--- src/rtl/ysyx_25060166_lsu_pkg.sv ---
// ============================================================================
// ysyx_25060166_lsu_pkg : widths, funct3 codes and state encoding for the LSU
// Revision: 1.0
// ============================================================================
`default_nettype none

package ysyx_25060166_lsu_pkg;

    localparam int LSU_WIDTH = 32;

    localparam logic [2:0] F3_LB  = 3'b000;
    localparam logic [2:0] F3_LH  = 3'b001;
    localparam logic [2:0] F3_LW  = 3'b010;
    localparam logic [2:0] F3_LBU = 3'b100;
    localparam logic [2:0] F3_LHU = 3'b101;
    localparam logic [2:0] F3_SB  = 3'b000;
    localparam logic [2:0] F3_SH  = 3'b001;
    localparam logic [2:0] F3_SW  = 3'b010;

    typedef enum logic [1:0] {
        ST_IDLE = 2'd0,
        ST_REQ  = 2'd1,
        ST_WAIT = 2'd2,
        ST_RESP = 2'd3
    } lsu_state_e;

endpackage

`default_nettype wire

--- src/rtl/ysyx_25060166_lsu_align.sv ---
// ============================================================================
// ysyx_25060166_lsu_align : store lane placement, load extract/extend, fault detect
// Revision: 1.0
// ============================================================================
`default_nettype none

module ysyx_25060166_lsu_align
    import ysyx_25060166_lsu_pkg::*;
#(
    parameter int WIDTH = LSU_WIDTH
) (
    input  logic             we,
    input  logic [2:0]       funct3,
    input  logic [1:0]       addr_lo,
    input  logic [WIDTH-1:0] wdata,
    input  logic [WIDTH-1:0] rdata,
    output logic [WIDTH-1:0] lane_wdata,
    output logic [3:0]       lane_wstrb,
    output logic [WIDTH-1:0] load_data,
    output logic             fault
);

    logic             illegal;
    logic             misaligned;
    logic [WIDTH-1:0] shifted;

    always_comb begin
        if (we) begin
            illegal = (funct3 > F3_SW);
        end else begin
            illegal = (funct3 == 3'b011) || (funct3 == 3'b110) || (funct3 == 3'b111);
        end
        // funct3[1:0] encodes the access size for every legal code
        case (funct3[1:0])
            2'b01:   misaligned = addr_lo[0];
            2'b10:   misaligned = (addr_lo != 2'b00);
            default: misaligned = 1'b0;
        endcase
        fault = illegal || misaligned;
    end

    always_comb begin
        lane_wdata = '0;
        lane_wstrb = 4'b0000;
        if (we) begin
            case (funct3)
                F3_SB: begin
                    lane_wdata = {(WIDTH/8){wdata[7:0]}};
                    lane_wstrb = 4'b0001 << addr_lo;
                end
                F3_SH: begin
                    lane_wdata = {(WIDTH/16){wdata[15:0]}};
                    lane_wstrb = 4'b0011 << addr_lo;
                end
                F3_SW: begin
                    lane_wdata = wdata;
                    lane_wstrb = 4'b1111;
                end
                default: begin
                    lane_wdata = '0;
                    lane_wstrb = 4'b0000;
                end
            endcase
        end
    end

    always_comb begin
        shifted = rdata >> {addr_lo, 3'b000};
        case (funct3)
            F3_LB:   load_data = {{(WIDTH-8){shifted[7]}}, shifted[7:0]};
            F3_LH:   load_data = {{(WIDTH-16){shifted[15]}}, shifted[15:0]};
            F3_LW:   load_data = rdata;
            F3_LBU:  load_data = {{(WIDTH-8){1'b0}}, shifted[7:0]};
            F3_LHU:  load_data = {{(WIDTH-16){1'b0}}, shifted[15:0]};
            default: load_data = '0;
        endcase
    end

endmodule

`default_nettype wire

--- src/rtl/ysyx_25060166_lsu.sv ---
// ============================================================================
// ysyx_25060166_lsu : single-outstanding load/store unit between EX and WB
// Revision: 1.0
// ============================================================================
`default_nettype none

module ysyx_25060166_lsu
    import ysyx_25060166_lsu_pkg::*;
#(
    parameter int WIDTH = LSU_WIDTH
) (
    input  logic             clk,
    input  logic             rst_n,
    input  logic             req_valid,
    output logic             req_ready,
    input  logic             req_we,
    input  logic [2:0]       req_funct3,
    input  logic [WIDTH-1:0] req_addr,
    input  logic [WIDTH-1:0] req_wdata,
    output logic             mem_valid,
    input  logic             mem_ready,
    output logic             mem_we,
    output logic [WIDTH-1:0] mem_addr,
    output logic [WIDTH-1:0] mem_wdata,
    output logic [3:0]       mem_wstrb,
    input  logic             mem_rvalid,
    input  logic [WIDTH-1:0] mem_rdata,
    input  logic             mem_err,
    output logic             resp_valid,
    input  logic             resp_ready,
    output logic [WIDTH-1:0] resp_rdata,
    output logic             resp_err
);

    lsu_state_e       state_q, state_d;
    logic             we_q, we_d;
    logic [2:0]       funct3_q, funct3_d;
    logic [WIDTH-1:0] addr_q, addr_d;
    logic [WIDTH-1:0] wdata_q, wdata_d;
    logic [WIDTH-1:0] rdata_q, rdata_d;
    logic             err_q, err_d;

    logic             sel_we;
    logic [2:0]       sel_funct3;
    logic [1:0]       sel_addr_lo;
    logic [WIDTH-1:0] sel_wdata;
    logic [WIDTH-1:0] lane_wdata;
    logic [3:0]       lane_wstrb;
    logic [WIDTH-1:0] load_data;
    logic             fault;
    logic             in_idle;
    logic             in_req;

    assign in_idle = (state_q == ST_IDLE);
    assign in_req  = (state_q == ST_REQ);

    // The single align instance checks the incoming request while idle and
    // works on the captured request for every later state.
    assign sel_we      = in_idle ? req_we          : we_q;
    assign sel_funct3  = in_idle ? req_funct3      : funct3_q;
    assign sel_addr_lo = in_idle ? req_addr[1:0]   : addr_q[1:0];
    assign sel_wdata   = in_idle ? req_wdata       : wdata_q;

    ysyx_25060166_lsu_align #(
        .WIDTH (WIDTH)
    ) u_align (
        .we         (sel_we),
        .funct3     (sel_funct3),
        .addr_lo    (sel_addr_lo),
        .wdata      (sel_wdata),
        .rdata      (mem_rdata),
        .lane_wdata (lane_wdata),
        .lane_wstrb (lane_wstrb),
        .load_data  (load_data),
        .fault      (fault)
    );

    always_comb begin
        state_d  = state_q;
        we_d     = we_q;
        funct3_d = funct3_q;
        addr_d   = addr_q;
        wdata_d  = wdata_q;
        rdata_d  = rdata_q;
        err_d    = err_q;
        case (state_q)
            ST_IDLE: begin
                if (req_valid) begin
                    we_d     = req_we;
                    funct3_d = req_funct3;
                    addr_d   = req_addr;
                    wdata_d  = req_wdata;
                    rdata_d  = '0;
                    err_d    = fault;
                    state_d  = fault ? ST_RESP : ST_REQ;
                end
            end
            ST_REQ: begin
                if (mem_ready) begin
                    state_d = ST_WAIT;
                end
            end
            ST_WAIT: begin
                if (mem_rvalid) begin
                    rdata_d = (we_q || mem_err) ? '0 : load_data;
                    err_d   = mem_err;
                    state_d = ST_RESP;
                end
            end
            ST_RESP: begin
                if (resp_ready) begin
                    state_d = ST_IDLE;
                end
            end
            default: state_d = ST_IDLE;
        endcase
    end

    always_ff @(posedge clk or negedge rst_n) begin
        if (!rst_n) begin
            state_q  <= ST_IDLE;
            we_q     <= 1'b0;
            funct3_q <= 3'b000;
            addr_q   <= '0;
            wdata_q  <= '0;
            rdata_q  <= '0;
            err_q    <= 1'b0;
        end else begin
            state_q  <= state_d;
            we_q     <= we_d;
            funct3_q <= funct3_d;
            addr_q   <= addr_d;
            wdata_q  <= wdata_d;
            rdata_q  <= rdata_d;
            err_q    <= err_d;
        end
    end

    assign req_ready  = in_idle;
    assign mem_valid  = in_req;
    assign mem_we     = in_req && we_q;
    assign mem_addr   = in_req ? {addr_q[WIDTH-1:2], 2'b00} : '0;
    assign mem_wdata  = in_req ? lane_wdata : '0;
    assign mem_wstrb  = in_req ? lane_wstrb : 4'b0000;
    assign resp_valid = (state_q == ST_RESP);
    assign resp_rdata = resp_valid ? rdata_q : '0;
    assign resp_err   = resp_valid && err_q;

endmodule

`default_nettype wire

--- config.mk ---
export PLATFORM = sky130hd
export DESIGN_NAME = ysyx_25060166_lsu
export DESIGN_NICKNAME = d
export VERILOG_FILES = /design/src/rtl/ysyx_25060166_lsu_pkg.sv /design/src/rtl/ysyx_25060166_lsu_align.sv /design/src/rtl/ysyx_25060166_lsu.sv
export SDC_FILE = /design/constraint.sdc
export NUM_CORES = 1
export LEC_CHECK = 0
export ABC_AREA = 0
export CAP_MARGIN = 0
export CORE_MARGIN = 4
export CORE_UTILIZATION = 45
export CTS_CLUSTER_SIZE = 14
export DETAILED_ROUTE_END_ITERATION = 8
export GPL_TIMING_DRIVEN = 0
export PLACE_DENSITY_LB_ADDON = 0.08
export SYNTH_ARGS = -nofsm -noshare
export SYNTH_HDL_FRONTEND = slang
export SYNTH_SLANG_ARGS = --single-unit
--- constraint.sdc ---
create_clock -name clk -period 10.9 [get_ports clk]
set_clock_uncertainty 0.1 [all_clocks]
set_input_delay 1.09 -clock clk [delete_from_list [all_inputs] [get_ports clk]]
set_output_delay 1.09 -clock clk [all_outputs]
set_load 0.005 [all_outputs]
==> out/metrics.csv <==
metric,value,unit
synth_area_leaders,"dfrtp_1 43%, mux2_2 14%, and2_1 7.0%",
fin_crit_sh,57.4,%
cts_buffers,9,
synth_cells,599,
rsz0062_at_grt,false,
grt_pass1_wl,29600,um
dr.pass1.iters,5,
num_rows,42,
die_w,124,um
ios,212,
ys_warn_count,0,
crit_path_cell_trace,"inv_1, ha_1, buf_6, buf_4, buf_2, buf_2, buf_2, a21o_1, inv_1, ha_1, clkbuf_1, or2_1, o211ai_1, clkbuf_1, nor2_1, clkdlybuf4s50_1",
start_kind,flop,
max_stage_delay,0.60,ns
initial_core_util,45.9,%
die_h,124,um
met3_usage,5.77,%
fillers,1093,
port-buffer-count,209,
grt_usage,24.8,%
finish.instance_area,8710,um2
yosys.area_share.simple,16.4,%
postCtsHoldBufs,0,
seq_area,2580,um2
multiInputGateArea,3240,um2
setup_viol,0,
fin_crit,6.26,ns
antenna_found_initial,0,
clockRootBuffer,clkbuf_16,
synth_edf_count,0,
cp_slowest_cell,o211ai_1,
synth_xor_area_share,0,%
dpl_cell_area,8400,um2
final_cell_mix,"208 x clkdlybuf4s50_1, 103 x dfrtp_1, 77 x mux2_2, 68 x and2_1, 60 x nand2_1",
max_cap_viol_count,0,
crit_fanout,10,
muxShareOfSynthArea,20.2,%
status,finished clean,
dpl.hpwl,14500,um
clock.fmax,0.160,GHz
netlist.area_leader.share,42.5,%
drive_above_1_share,14.9,%
clock_path_buffers,2,
use_met2,42.1,%
power_density,252,nW/um2
cts.sinks,103,
final_common_cell,clkdlybuf4s50_1,
synthFlopType,dfrtp_1,
total_power,2.20,mW
avgViaCountPerCell,5.59,
grt_util_met1,30.3,%
hp-class,flop to flop,
crit_path_end_kind,output port,
clock_latency,0.34,ns
area_growth,43.7,%
maxSlewViolCount,0,
hold_viol_final,0,
grt.overflow.total,0,
syn_area,6060,um2
vias,5606,
relSlewSlack,39.8,%
cp.required,9.71,ns
coreArea,13200,um2
cp_common_cell,buf_2,
grt_max_degree,65,
finalWirelength,18900,um
vdd.ir_drop.worst,0.000126,V
ant_nets,0,
gp_congestion,0.903,
yosysSeqAreaShare,42.5,%
leakagePower,3.54,nW
synth_cell_types,49,
synthAdderAreaFrac,1.65,%
synth_seq_cells,103,
drt_iter0_drc,412,
cts_tree,yes,
nets,936,
synth_top_family_by_area,multiplexers,
grt_busiest_layer,met2,
yosysTopAreaCell,dfrtp_1,
wl_per_cell,18.9,um
tns,0,ns
grt_pass1_vias,5817,
worstMarginPinSlew,0.878,ns
post-cts-setup-buffers,0,
cts-htree-levels,3,
path_clk_slew,0.07,ns
cts_resized,0,
cp.arrival,5.07,ns
synth_compound_area_share,15.1,%
drc,0,
syn_avg_cell_area,10.1,um2
path_class,flop to output port,
n_antenna_cell,0,
async_flop_share,100,%
dieArea,15400,um2
[per-layer routing]
layer / up-vias / routed length [um]
li1: 2570 / -
met4: 0 / 607
met5: - / 0
met1: 2741 / 7600
met2: 253 / 9220
met3: 42 / 1470
[power breakdown]
group	total, mW	internal, mW	switching, mW	leakage (nW)
Clock	0.339	0.192	0.147	0.153
Combinational	1.25	0.591	0.659	2.11
Sequential	0.609	0.531	0.0783	1.28
[Yosys cell counts, drive strengths merged (7+ instances only)]
cell type and n:
ha 8, a21o 9, a211oi 16, nand2 61
nand2b 14, mux2i 32, buf 21, o22ai 9
nor2 31, clkbuf 25, o21ai 21, a31oi 8
a32oi 9, o31ai 7, dfrtp 103, mux2 77
a21oi 38, a221oi 8, and2 68
[metrics by stage]
stage	setup slack (ns)	hold slack (ns)	utilization [%]	cells
floorplan	6.40	0.342	-	600
global placement	4.72	0.359	63.5	985
detailed placement	5.04	0.364	63.7	986
CTS	4.63	0.381	66.0	1002
global route	4.36	0.401	66.0	1002
finish	4.64	0.377	66.0	1002
[flip-flops by register name, indices dropped and copies added (netlist names)]
name,count
state_q,2
we_q,1
addr_q,32
wdata_q,32
rdata_q,32
funct3_q,3
err_q,1
[final timing paths]
path / start / endpoint / slack (ns) / cells after the start
min reg2reg: rdata_q[13] / rdata_q[13] / 0.38 / 1
max reg2reg: state_q[0] / rdata_q[30] / 6.65 / 17
min in group asynchronous: rst_n / addr_q[7] / 0.63 / 1
max in group asynchronous: rst_n / wdata_q[14] / 9.36 / 2
max: state_q[0] / mem_wstrb[2] / 4.64 / 16
min: rdata_q[13] / rdata_q[13] / 0.38 / 1
[cell families after synthesis]
kind of cell    Yosys count
other cells               1
simple gates            191
compound gates          135
flops                   103
fa+ha+maj                 8
buf+inv                  51
mux                     110
[cell type report]
type / instances / area share (%)
multi-input cells: 446 / 37.2
flip-flops and latches: 103 / 29.6
repair buffers: 210 / 24.3
clock buffers: 12 / 2.94
plain buffers: 46 / 2.59
well taps: 176 / 2.53
clock inverters: 4 / 0.603
inverters: 5 / 0.215
[critical path, delay by kind of cell, from the launching register on]
| family | cells | cell delay (ns) |
|---|---|---|
| AND/OR/NAND/NOR | 2 | 0.44 |
| adder cells (fa/ha/maj) | 2 | 0.38 |
| AO/OA/AOI/OAI | 2 | 0.82 |
| buffers and inverters | 10 | 2.68 |
| flip-flops | 1 | 0.42 |
No activity file was read; power rests on OpenSTA's default activity.
